==> config.mk <==
export PLATFORM = sky130hd
export DESIGN_NAME = snoop_responder
export DESIGN_NICKNAME = d
export VERILOG_FILES = /design/src/rtl/snoop_responder.sv
export SDC_FILE = /design/constraint.sdc
export NUM_CORES = 1
export LEC_CHECK = 0
export ABC_AREA = 0
export BUFFER_PORTS_ARGS = -buffer_cell sky130_fd_sc_hd__buf_2
export CAP_MARGIN = 5
export CORE_ASPECT_RATIO = 0.9
export CORE_MARGIN = 8
export CORE_UTILIZATION = 59
export DETAILED_ROUTE_END_ITERATION = 8
export GPL_ROUTABILITY_DRIVEN = 0
export GPL_TIMING_DRIVEN = 0
export HOLD_SLACK_MARGIN = 0.08
export PLACE_DENSITY = 0.92
export SYNTH_ARGS = -nofsm -noshare
export SYNTH_HDL_FRONTEND = slang
export SYNTH_SLANG_ARGS = --single-unit
==> constraint.sdc <==
create_clock -name clock -period 4.8 [get_ports clock]
set_input_delay 0.72 -clock clock [delete_from_list [all_inputs] [get_ports clock]]
set_output_delay 0.72 -clock clock [all_outputs]
set_load 0.05 [all_outputs]
==> src/rtl/snoop_responder.sv <==
// snoop_responder: listening-side MSI snoop controller for one processor.
// Samples bus messages from other processors, looks the tag up in a private
// 4-line directory, reports sharing, writes back Modified data through a
// req/ack handshake, then downgrades or invalidates the line.
module snoop_responder #(
  parameter logic [1:0] MY_ID = 2'd0
) (
  input  logic       clock,
  input  logic       clear,
  input  logic       snoop_en,
  input  logic [9:0] bus,
  input  logic       wb_ack,
  input  logic       fill_en,
  input  logic [2:0] fill_tag,
  input  logic [2:0] fill_data,
  input  logic [1:0] fill_state,
  output logic       shared,
  output logic       wb_req,
  output logic [9:0] bus_out,
  output logic       busy,
  output logic       done
);

  localparam logic [1:0] OP_NONE = 2'b00;
  localparam logic [1:0] OP_RD   = 2'b01;
  localparam logic [1:0] OP_WR   = 2'b10;
  localparam logic [1:0] OP_INV  = 2'b11;

  localparam logic [1:0] ST_I = 2'b00;
  localparam logic [1:0] ST_S = 2'b01;
  localparam logic [1:0] ST_M = 2'b10;

  typedef enum logic [1:0] {IDLE, LOOKUP, WB, UPDATE} state_t;

  state_t state;
  state_t next_state;

  logic [1:0] msg_op;
  logic [2:0] msg_tag;

  logic [1:0] dir_state [4];
  logic       dir_tag   [4];
  logic [2:0] dir_data  [4];

  logic [1:0] snoop_idx;
  logic [1:0] fill_idx;
  logic       hit;
  logic       accept;
  logic       fill_ok;
  logic [1:0] fill_state_norm;
  logic       unused_bus_data;

  // The data field of a snooped message carries nothing the listener needs.
  assign unused_bus_data = ^bus[2:0];

  assign snoop_idx       = msg_tag[1:0];
  assign fill_idx        = fill_tag[1:0];
  assign hit             = (dir_tag[snoop_idx] == msg_tag[2]) && (dir_state[snoop_idx] != ST_I);
  assign accept          = (state == IDLE) && snoop_en && (bus[9:8] != OP_NONE) && (bus[7:6] != MY_ID);
  assign fill_ok         = (state == IDLE) && !snoop_en && fill_en;
  assign fill_state_norm = (fill_state == 2'b11) ? ST_I : fill_state;

  assign busy    = (state != IDLE);
  assign wb_req  = (state == WB);
  assign bus_out = wb_req ? {OP_INV, MY_ID, msg_tag, dir_data[snoop_idx]} : 10'd0;

  // State register; clear returns to IDLE and abandons any pending write-back.
  always_ff @(posedge clock) begin
    if (clear) state <= IDLE;
    else       state <= next_state;
  end

  // Next-state logic: a Modified hit on a read or write miss needs a write-back.
  always_comb begin
    next_state = state;
    case (state)
      IDLE:   if (accept) next_state = LOOKUP;
      LOOKUP: begin
        if (hit && (dir_state[snoop_idx] == ST_M) && ((msg_op == OP_RD) || (msg_op == OP_WR)))
          next_state = WB;
        else
          next_state = UPDATE;
      end
      WB:     if (wb_ack) next_state = UPDATE;
      UPDATE: next_state = IDLE;
      default: next_state = IDLE;
    endcase
  end

  // Message latch, shared flag, done pulse, and directory fill/state updates.
  always_ff @(posedge clock) begin
    if (clear) begin
      msg_op  <= OP_NONE;
      msg_tag <= 3'd0;
      shared  <= 1'b0;
      done    <= 1'b0;
      for (int i = 0; i < 4; i++) begin
        dir_state[i] <= ST_I;
        dir_tag[i]   <= 1'b0;
        dir_data[i]  <= 3'd0;
      end
    end else begin
      done <= (state == UPDATE);
      if (accept) begin
        msg_op  <= bus[9:8];
        msg_tag <= bus[5:3];
      end
      if (state == LOOKUP) shared <= hit;
      if (fill_ok) begin
        dir_state[fill_idx] <= fill_state_norm;
        dir_tag[fill_idx]   <= fill_tag[2];
        dir_data[fill_idx]  <= fill_data;
      end
      if ((state == UPDATE) && hit) begin
        case (msg_op)
          OP_RD:         dir_state[snoop_idx] <= ST_S;
          OP_WR, OP_INV: dir_state[snoop_idx] <= ST_I;
          default:       dir_state[snoop_idx] <= dir_state[snoop_idx];
        endcase
      end
    end
  end

endmodule

==> results.py, run 1 <==
metrics = {
    "timing": {
        "hold_viol": 0,
        "worst_pin_slew_ns": 0.779,
        "period_share_pct": 49.6,
        "hold_slack_ns": 0.484,
        "finalMaxSlewViolations": 0,
        "fin_tns_setup_ns": 0,
        "clock.fmax_mhz": 420,
        "rsz0062_at_grt": "false",
        "timing.final.crit_period_ns": 2.38,
        "setup_viol": 0,
        "finalClockSkew_ns": 0.00500,
        "slew_headroom_pct": 47.4,
    },
    "finish": {
        "fin_cells": 246,
        "syn_to_final_growth_pct": 15.4,
        "antenna_cells": 0,
        "fin_nets": 233,
        "drive_above_1_share_pct": 28.2,
    },
    "job": {
        "maxCapViolations": 0,
    },
    "yosys": {
        "synth.distinct_cells": 40,
        "yosysWarnings": 0,
        "syn-instance-count": 162,
        "synth.most_common_cell": "edfxtp_1",
        "yosysTopAreaCellShare_pct": 36.7,
        "synth.area.top_cells": "edfxtp_1 (37%), dfxtp_1 (11%), and2_1 (7.3%), mux2i_1 (6.1%), ha_1 (5.7%)",
        "synth_edf_count": 24,
        "synthTopCellsByCount": "edfxtp_1 (24), and2_1 (23), mux2i_1 (12), dfxtp_1 (11)",
        "synth.cell_area_um2": 1960,
        "yosysTopAreaCell": "edfxtp_1",
        "async_flop_share_pct": 0,
        "synth_area_per_cell_um2": 12.1,
        "synth_seq_area_share_pct": 47.9,
        "ys_ff_latch": 35,
        "synth_top_flop_cell": "edfxtp_1",
    },
    "critical_path": {
        "crit_required_ns": 4.08,
        "endpoint_kind": "primary output",
        "crit_arrival_ns": 1.66,
        "cp_max_fo": 6,
        "reg2reg_depth": 6,
        "r2r-start": "state[0]",
        "cpMaxStageDelayCell": "mux4_1",
        "r2r_slack_ns": 2.44,
        "critPathLaunchType": "flip-flop",
        "r2r_end": "dir_state[2][0]",
        "cp_cell_sequence": "buf_6 > mux4_1 > and2_1 > buf_2",
        "slowest_delay_ns": 0.54,
        "crit_type": "flip-flop to primary output",
    },
    "placed_design": {
        "dp_hpwl_mm": 3.29,
        "io_buffers": 31,
        "dp.cells": 238,
    },
    "clock_network": {
        "cts_buffer_depth": 2,
        "cts.clk_slew.worst_paths_ns": 0.07,
        "cts.sinks": 35,
        "root_buffer": "clkbuf_8",
        "holdBufCountCts": 0,
        "cts_setup_buffers": 0,
        "clk_latency_ns": 0.29,
        "ctsResizeCount": 0,
        "cts-buffers-inserted": 5,
        "cts_tree": "done",
        "h-tree-depth": 2,
    },
    "global_routing": {
        "grt_pass1_wl_mm": 6.85,
        "grt_use_total_pct": 16.2,
        "antenna_found_initial": 0,
        "grt_pass1_vias": 1422,
        "grt_overflow": 0,
        "grt_max_degree": 13,
    },
    "floorplanning": {
        "start_util_pct": 59.9,
        "fp.dieW_um": 76.8,
        "io_pins": 37,
        "rows": 20,
        "coreArea_um2": 3280,
        "fp.dieH_um": 70.7,
        "die-area_um2": 5430,
    },
    "pwr": {
        "peakVddDrop_uv": 210,
        "power.leakage_nw": 1.02,
        "powerDensity_nw_per_um2": 413,
    },
    "routing": {
        "avgRoutedWirePerCell_um": 16.7,
        "drt-vias-per-instance": 5.50,
        "drc": 0,
        "drt_pre_antenna_iters": 4,
        "vias": 1354,
        "detail_route.iter0.violations": 79,
        "routed_wl_mm": 4.11,
        "antenna_left": 0,
    },
    "hold_path": {
        "holdCritPathClass": "flip-flop to flip-flop",
        "hold_end": "shared",
        "hold_path_depth": 2,
        "min_from": "shared",
    },
    "outcome": {
        "status": "finished, final reports clean",
    },
}
## per-stage QoR
stage / power [mW] / util (%) / area [um2] / setup WS (ns)
final: 0.937 / 69.2 / 2270 / 2.42
after global routing: 0.987 / 69.2 / 2270 / 2.18
after global placement: 0.714 / 66.5 / 2180 / 2.33
after floorplan: 0.646 / - / 1970 / 2.55
after CTS: 0.938 / 69.2 / 2270 / 2.40
after detailed placement: 0.729 / 66.5 / 2180 / 2.30
## area by class of cell
class                      instances  area [um2]
fill                             262        1010
sequential                        35         941
multi-input combinational        110         928
timing repair buffer              31         155
clock buffer                       5        68.8
buffer                             8        61.3
tap                               44        55.1
inverter                          10        37.5
clock inverter                     3        20.0
## worst max-delay path: cells and delay by family, from the launching register on
| kind | cells | cell delay, ns |
|---|---|---|
| flip-flops | 1 | 0.33 |
| buffers and inverters | 2 | 0.33 |
| AND/OR/NAND/NOR | 1 | 0.16 |
| multiplexers | 1 | 0.54 |
## report_power, final
| group | switching (mW) | internal [mW] |
|---|---|---|
| clock network | 0.111 | 0.101 |
| registers | 0.0276 | 0.356 |
| logic | 0.217 | 0.124 |
## cells in the final DEF, fill, tap and decap left out, types with 3 or more instances in the layout
cell / count
o2bb2ai_1: 3
and2_1: 23
nor2b_1: 3
nor3b_1: 3
nand2_1: 4
inv_1: 10
clkbuf_8: 5
buf_4: 4
dfxtp_1: 11
ha_1: 9
edfxtp_1: 24
nand2b_1: 6
nor3_1: 3
a21oi_1: 3
or2_2: 3
mux2i_1: 12
nor2_1: 10
buf_2: 32
mux4_1: 4
## cells by family after synthesis
family                   after synthesis  synth area share, %
adder cells (fa/ha/maj)                9                 5.73
AND/OR/NAND/NOR                       68                 21.3
flip-flops                            35                 47.9
buffers and inverters                 18                 5.03
multiplexers                          20                 14.9
AO/OA/AOI/OAI                         10                 4.14
other                                  1                0.191
XOR/XNOR                               1                0.828
## flip-flops by register name, summed over array words and instances (netlist names), named ones only
register	count
dir_state	8
done	1
msg_op	2
msg_tag	3
state	2
shared	1
dir_data	12
dir_tag	4
## metal layers
layer | track usage (%) | wire [um]
met2 | 26.6 | 1870
met3 | 5.44 | 297
met5 | 0 | 0
met4 | 7.25 | 99
met1 | 18.7 | 1840
## worst max path at each step
stage | depth (start not counted) | end | startpoint | slack (ns)
floorplan | 3 | bus_out[0] | state[0] | 2.55
global placement | 5 | dir_state[1][1] | clear | 2.33
detailed placement | 5 | dir_state[1][1] | clear | 2.30
CTS | 4 | bus_out[2] | flip-flop | 2.40
global route | 6 | dir_state[2][0] | state[0] | 2.18
finish | 4 | bus_out[2] | flip-flop | 2.42
No activity file was read; power rests on OpenSTA's default activity.
==> inputs of run 2 (changes only) <==
--- a/config.mk
+++ b/config.mk
@@ -10,12 +10,12 @@
 export CAP_MARGIN = 5
 export CORE_ASPECT_RATIO = 0.9
 export CORE_MARGIN = 8
-export CORE_UTILIZATION = 59
+export CORE_UTILIZATION = 50
 export DETAILED_ROUTE_END_ITERATION = 8
 export GPL_ROUTABILITY_DRIVEN = 0
 export GPL_TIMING_DRIVEN = 0
 export HOLD_SLACK_MARGIN = 0.08
-export PLACE_DENSITY = 0.92
+export PLACE_DENSITY = 0.84
 export SYNTH_ARGS = -nofsm -noshare
 export SYNTH_HDL_FRONTEND = slang
 export SYNTH_SLANG_ARGS = --single-unit
==> constraint.sdc (replaced) <==
create_clock -name clock -period 2.08 [get_ports clock]
set_input_delay 0.312 -clock clock [delete_from_list [all_inputs] [get_ports clock]]
set_output_delay 0.312 -clock clock [all_outputs]
set_load 0.05 [all_outputs]
==> run 2 against run 1 <==
Net effect: the flow now finishes with violations (negative setup slack); sequential power rose by 130%; clock power rose to 2.8 times the previous value; power increased to 2.5 times the previous value; global-route usage decreased by 0.91 points; sequential share of layout area is 4.1 points lower; setup slack got worse by 2.4 ns; critical path type is now flip-flop to flip-flop; largest power group is now combinational logic.
==> results.py, run 2 (same netlist as run 1, synthesis figures left out) <==
metrics = {
    "pwr": {
        "peakVddDrop_uv": 416,
        "swShare_pct": 35.3,
        "p_clk_share_pct": 24.5,
        "power.leakage_nw": 1.11,
        "pwr-share-comb_pct": 38.3,
        "p_total_mw": 2.39,
        "powerDensity_nw_per_um2": 944,
        "seqPwrFrac_pct": 37.2,
        "cellInternalPower_mw": 1.54,
        "p_switching_mw": 0.843,
    },
    "timing": {
        "finalClockSkew_ns": 0.00527,
        "finalMaxSlewViolations": 0,
        "clock.fmax_mhz": 476,
        "hold_viol": 0,
        "timing.final.crit_period_ns": 2.10,
        "worst_slack_ns": -0.0206,
        "period_share_pct": 101,
        "setup_viol": 6,
        "rsz0062_at_grt": "true",
    },
    "clock_network": {
        "cts-buffers-inserted": 5,
        "cts.clk_slew.worst_paths_ns": 0.06,
        "root_buffer": "clkbuf_8",
        "holdBufCountCts": 0,
        "cts.sinks": 35,
        "cts_tree": "done",
        "h-tree-depth": 2,
        "clk_latency_ns": 0.29,
        "cts_buffer_depth": 2,
    },
    "floorplanning": {
        "fp.dieW_um": 82.1,
        "die-area_um2": 6190,
        "io_pins": 37,
        "start_util_pct": 52.3,
        "fp.dieH_um": 75.5,
        "coreArea_um2": 3760,
        "rows": 21,
    },
    "global_routing": {
        "grt_overflow": 0,
        "grt_pass1_wl_mm": 6.95,
        "grt_pass1_vias": 1417,
        "grt_use_total_pct": 15.3,
        "antenna_found_initial": 0,
        "grt_max_degree": 12,
    },
    "routing": {
        "detail_route.iter0.violations": 74,
        "vias": 1395,
        "drc": 0,
        "drt-vias-per-instance": 5.43,
        "routed_wl_mm": 4.38,
        "avgRoutedWirePerCell_um": 17.1,
        "antenna_left": 0,
        "drt_pre_antenna_iters": 4,
    },
    "finish": {
        "final_common_cell": "buf_2",
        "antenna_cells": 0,
        "reg.largest.list": "dir_data (12), dir_state (8), dir_tag (4)",
        "syn_to_final_growth_pct": 28.7,
        "layout_common_cells": "buf_2 (30), edfxtp_1 (24), and2_1 (21)",
        "nFillCells": 267,
        "largest_reg_flops": 12,
        "fin_nets": 242,
        "drive_above_1_share_pct": 40.3,
        "top_register": "dir_data",
    },
    "critical_path": {
        "endpoint_kind": "flip-flop",
        "critPathLaunchType": "flip-flop",
        "crit_arrival_ns": 2.09,
        "cp_max_fo": 5,
        "r2r_slack_ns": -0.02,
        "crit_required_ns": 2.07,
        "crit_type": "flip-flop to flip-flop",
    },
    "outcome": {
        "violations": "negative setup slack",
        "status": "finished with violations",
    },
    "placed_design": {
        "place_ws_ns": -0.273,
        "dp_hpwl_mm": 3.02,
        "io_buffers": 31,
    },
    "hold_path": {
        "holdCritPathClass": "primary input to flip-flop",
    },
    "job": {
        "maxCapViolations": 0,
    },
}
[run 2: cell count changes in the layout (fill, tap and decap cells not counted), sizes merged]
cell      change
clkinvlp      -1
buf           +8
clkbuf        +1
bufinv        +1
[run 2: per-stage QoR]
step                      util, %  instance area [um2]  setup TNS, ns  hold slack [ns]  cells
final                        67.3                 2530        -0.0942            0.269    257
after global routing         67.3                 2530         -0.703            0.277    257
after CTS                    65.5                 2460        -0.0691            0.264    252
after detailed placement     58.6                 2200          -3.67            0.469    240
after global placement       58.6                 2200          -2.79            0.461    240
after floorplan                 -                 1990              0            0.437    163
[run 2: power by group through the flow]
stage | logic [mW] | clock network, mW | registers, mW
after global routing | 0.990 | 0.625 | 0.897
after global placement | 0.776 | 0 | 0.894
after CTS | 0.864 | 0.593 | 0.885
final | 0.914 | 0.586 | 0.887
after floorplan | 0.609 | 0 | 0.896
after detailed placement | 0.793 | 0 | 0.896
[run 2: layout make-up]
class                      instances  area (um2)  share of cell area [%]
multi-input combinational        110        1060                    41.8
inverter                          10        37.5                    1.49
buffer                             8        70.1                    2.77
clock inverter                     3        38.8                    1.53
clock buffer                       5        68.8                    2.72
timing repair buffer              40         253                    10.0
tap                               46        57.6                    2.28
sequential                        35         945                    37.4
[run 2: final timing paths]
kind | startpoint | end | depth (start not counted)
setup reg to reg | flip-flop | dir_state[2][1] | 6
hold reg to reg | shared | shared | 2
hold / removal | bus[5] | msg_tag[2] | 3
setup / recovery | flip-flop | dir_state[2][1] | 6
[run 2: what timing repair did]
item / in CTS / in global routing
gates resized for setup: 21 / 14
cloned: 1 / 0
pin swaps: 1 / 6
setup buffers: 3 / 5
endpoints found under the hold margin: 0 / 0
setup endpoints to repair: 23 / 29
[run 2: worst max-delay path, cell delays in order, from the launching register on]
cell and delay [ns]:
dfxtp_2 0.33, buf_6 0.12, mux4_2 0.53, or2_4 0.28, nand4_4 0.15, buf_12 0.15, mux2i_4 0.24
[run 2: routing by layer]
| layer | wire [um] | up-vias | track usage [%] |
|---|---|---|---|
| met5 | 0 | - | 0 |
| met4 | 68 | 0 | 6.42 |
| met3 | 354 | 6 | 5.78 |
| met2 | 2020 | 47 | 23.3 |
| met1 | 1940 | 667 | 18.9 |
| li1 | - | 675 | - |
==> inputs of run 3 (changes only) <==
--- a/config.mk
+++ b/config.mk
@@ -10,12 +10,12 @@
 export CAP_MARGIN = 5
 export CORE_ASPECT_RATIO = 0.9
 export CORE_MARGIN = 8
-export CORE_UTILIZATION = 50
+export CORE_UTILIZATION = 55
 export DETAILED_ROUTE_END_ITERATION = 8
 export GPL_ROUTABILITY_DRIVEN = 0
 export GPL_TIMING_DRIVEN = 0
 export HOLD_SLACK_MARGIN = 0.08
-export PLACE_DENSITY = 0.84
+export PLACE_DENSITY = 0.87
 export SYNTH_ARGS = -nofsm -noshare
 export SYNTH_HDL_FRONTEND = slang
 export SYNTH_SLANG_ARGS = --single-unit
==> constraint.sdc (replaced) <==
create_clock -name clock -period 2.35 [get_ports clock]
set_input_delay 0.3525 -clock clock [delete_from_list [all_inputs] [get_ports clock]]
set_output_delay 0.3525 -clock clock [all_outputs]
set_load 0.05 [all_outputs]
==> run 3 against run 2 <==
Net effect: largest cell class unchanged; count of clock-buffer cells in the layout unchanged; cell count decreased by 4.3%; the run now ends clean; sequential power decreased by 11%; global-route usage fell by 0.17 points; hold slack improved by 0.035 ns.
==> results.py, run 3 (same netlist as run 1, synthesis figures left out) <==
metrics = {
    "outcome": {
        "status": "finished, final reports clean",
    },
    "routing": {
        "detail_route.iter0.violations": 74,
        "drc": 0,
        "vias": 1358,
        "drt_pre_antenna_iters": 4,
        "routed_wl_mm": 4.09,
        "antenna_left": 0,
        "drt-vias-per-instance": 5.52,
        "avgRoutedWirePerCell_um": 16.6,
    },
    "clock_network": {
        "cts.clk_slew.worst_paths_ns": 0.07,
        "root_buffer": "clkbuf_8",
        "clk_latency_ns": 0.29,
        "cts-buffers-inserted": 5,
        "cts_buffer_depth": 2,
        "h-tree-depth": 2,
        "cts_tree": "done",
        "cts.sinks": 35,
    },
    "critical_path": {
        "cp_max_fo": 10,
        "critPathLaunchType": "flip-flop",
        "crit_arrival_ns": 2.27,
        "crit_type": "flip-flop to flip-flop",
        "crit_required_ns": 2.34,
        "r2r_slack_ns": 0.07,
        "endpoint_kind": "flip-flop",
    },
    "placed_design": {
        "dp.cells": 238,
        "io_buffers": 31,
        "dp_hpwl_mm": 3.28,
    },
    "global_routing": {
        "grt_overflow": 0,
        "grt_use_total_pct": 15.1,
        "grt_pass1_wl_mm": 6.62,
        "antenna_found_initial": 0,
        "grt_pass1_vias": 1406,
        "grt_max_degree": 12,
    },
    "pwr": {
        "powerDensity_nw_per_um2": 855,
        "power.leakage_nw": 1.03,
        "peakVddDrop_uv": 404,
    },
    "finish": {
        "syn_to_final_growth_pct": 20.0,
        "reg.largest.list": "dir_data (12), dir_state (8), dir_tag (4)",
        "final_common_cell": "buf_2",
        "drive_above_1_share_pct": 32.7,
        "final_core_util_pct": 69.3,
        "top_register": "dir_data",
        "nFillCells": 257,
        "layout_common_cells": "buf_2 (32), edfxtp_1 (24), and2_1 (23)",
        "antenna_cells": 0,
        "fin_cells": 246,
        "largest_reg_flops": 12,
        "fin_nets": 233,
    },
    "floorplanning": {
        "fp.dieH_um": 72.7,
        "io_pins": 37,
        "die-area_um2": 5740,
        "coreArea_um2": 3400,
        "start_util_pct": 57.7,
        "fp.dieW_um": 79.0,
        "rows": 20,
    },
    "hold_path": {
        "holdCritPathClass": "primary input to flip-flop",
    },
    "job": {
        "maxCapViolations": 0,
    },
    "timing": {
        "timing.final.crit_period_ns": 2.28,
        "setup_viol": 0,
        "finalMaxSlewViolations": 0,
        "clock.fmax_mhz": 439,
        "finalClockSkew_ns": 0.00738,
        "rsz0062_at_grt": "true",
        "hold_viol": 0,
        "period_share_pct": 96.9,
        "slew_headroom_pct": 66.0,
        "worst_pin_slew_ns": 0.503,
    },
}
## run 3: cell type report
cell class | count | area [um2] | area share [%]
Multi-Input combinational cell | 110 | 993 | 42.1
Sequential cell | 35 | 943 | 40.0
Timing Repair Buffer | 31 | 155 | 6.58
Clock buffer | 5 | 68.8 | 2.92
Buffer | 8 | 65.1 | 2.76
Tap cell | 44 | 55.1 | 2.34
Clock inverter | 3 | 38.8 | 1.65
Inverter | 10 | 37.5 | 1.59
## run 3: worst paths after layout
check             startpoint               to  cells past startpoint
setup / recovery   msg_op[0]  dir_state[2][0]                      6
hold / removal        bus[5]       msg_tag[2]                      3
setup reg to reg   msg_op[0]  dir_state[2][0]                      6
hold reg to reg       shared           shared                      2
## run 3: power breakdown
part / switching, mW / internal [mW]
logic: 0.451 / 0.264
clock network: 0.206 / 0.310
registers: 0.0566 / 0.729
## run 3: stage by stage
step                      power, mW  area [um2]  setup TNS, ns  hold WS, ns  worst slack, ns
after floorplan                1.32        1970              0        0.457            0.203
after global placement         1.45        2180              0        0.463           0.0713
after detailed placement       1.49        2180        -0.0311        0.464          -0.0155
after CTS                      2.01        2290              0        0.309          0.00240
after global routing           2.13        2360        -0.0201        0.315          -0.0103
final                          2.02        2360              0        0.305           0.0724
## run 3: per-layer routing
| metal | up-vias | track usage, % | share of wire [%] |
|---|---|---|---|
| met3 | 5 | 6.28 | 9.6 |
| met5 | - | 0 | 0 |
| met2 | 45 | 25.0 | 48 |
| li1 | 661 | - | - |
| met4 | 0 | 5.54 | 1.1 |
| met1 | 647 | 16.9 | 41 |
## run 3: critical path, stage by stage, from the launching register on
cell	delay [ns]
dfxtp_2	0.36
inv_1	0.07
ha_1	0.24
or4_2	0.70
nand4_2	0.18
buf_8	0.18
mux2i_4	0.26
## run 3: timing repair
| action | 4_1_cts | 5_1_grt |
|---|---|---|
| hold buffers | 0 | 0 |
| resized for setup | 1 | 13 |
| setup endpoints to repair | 2 | 17 |
| buffers inserted | 0 | 0 |
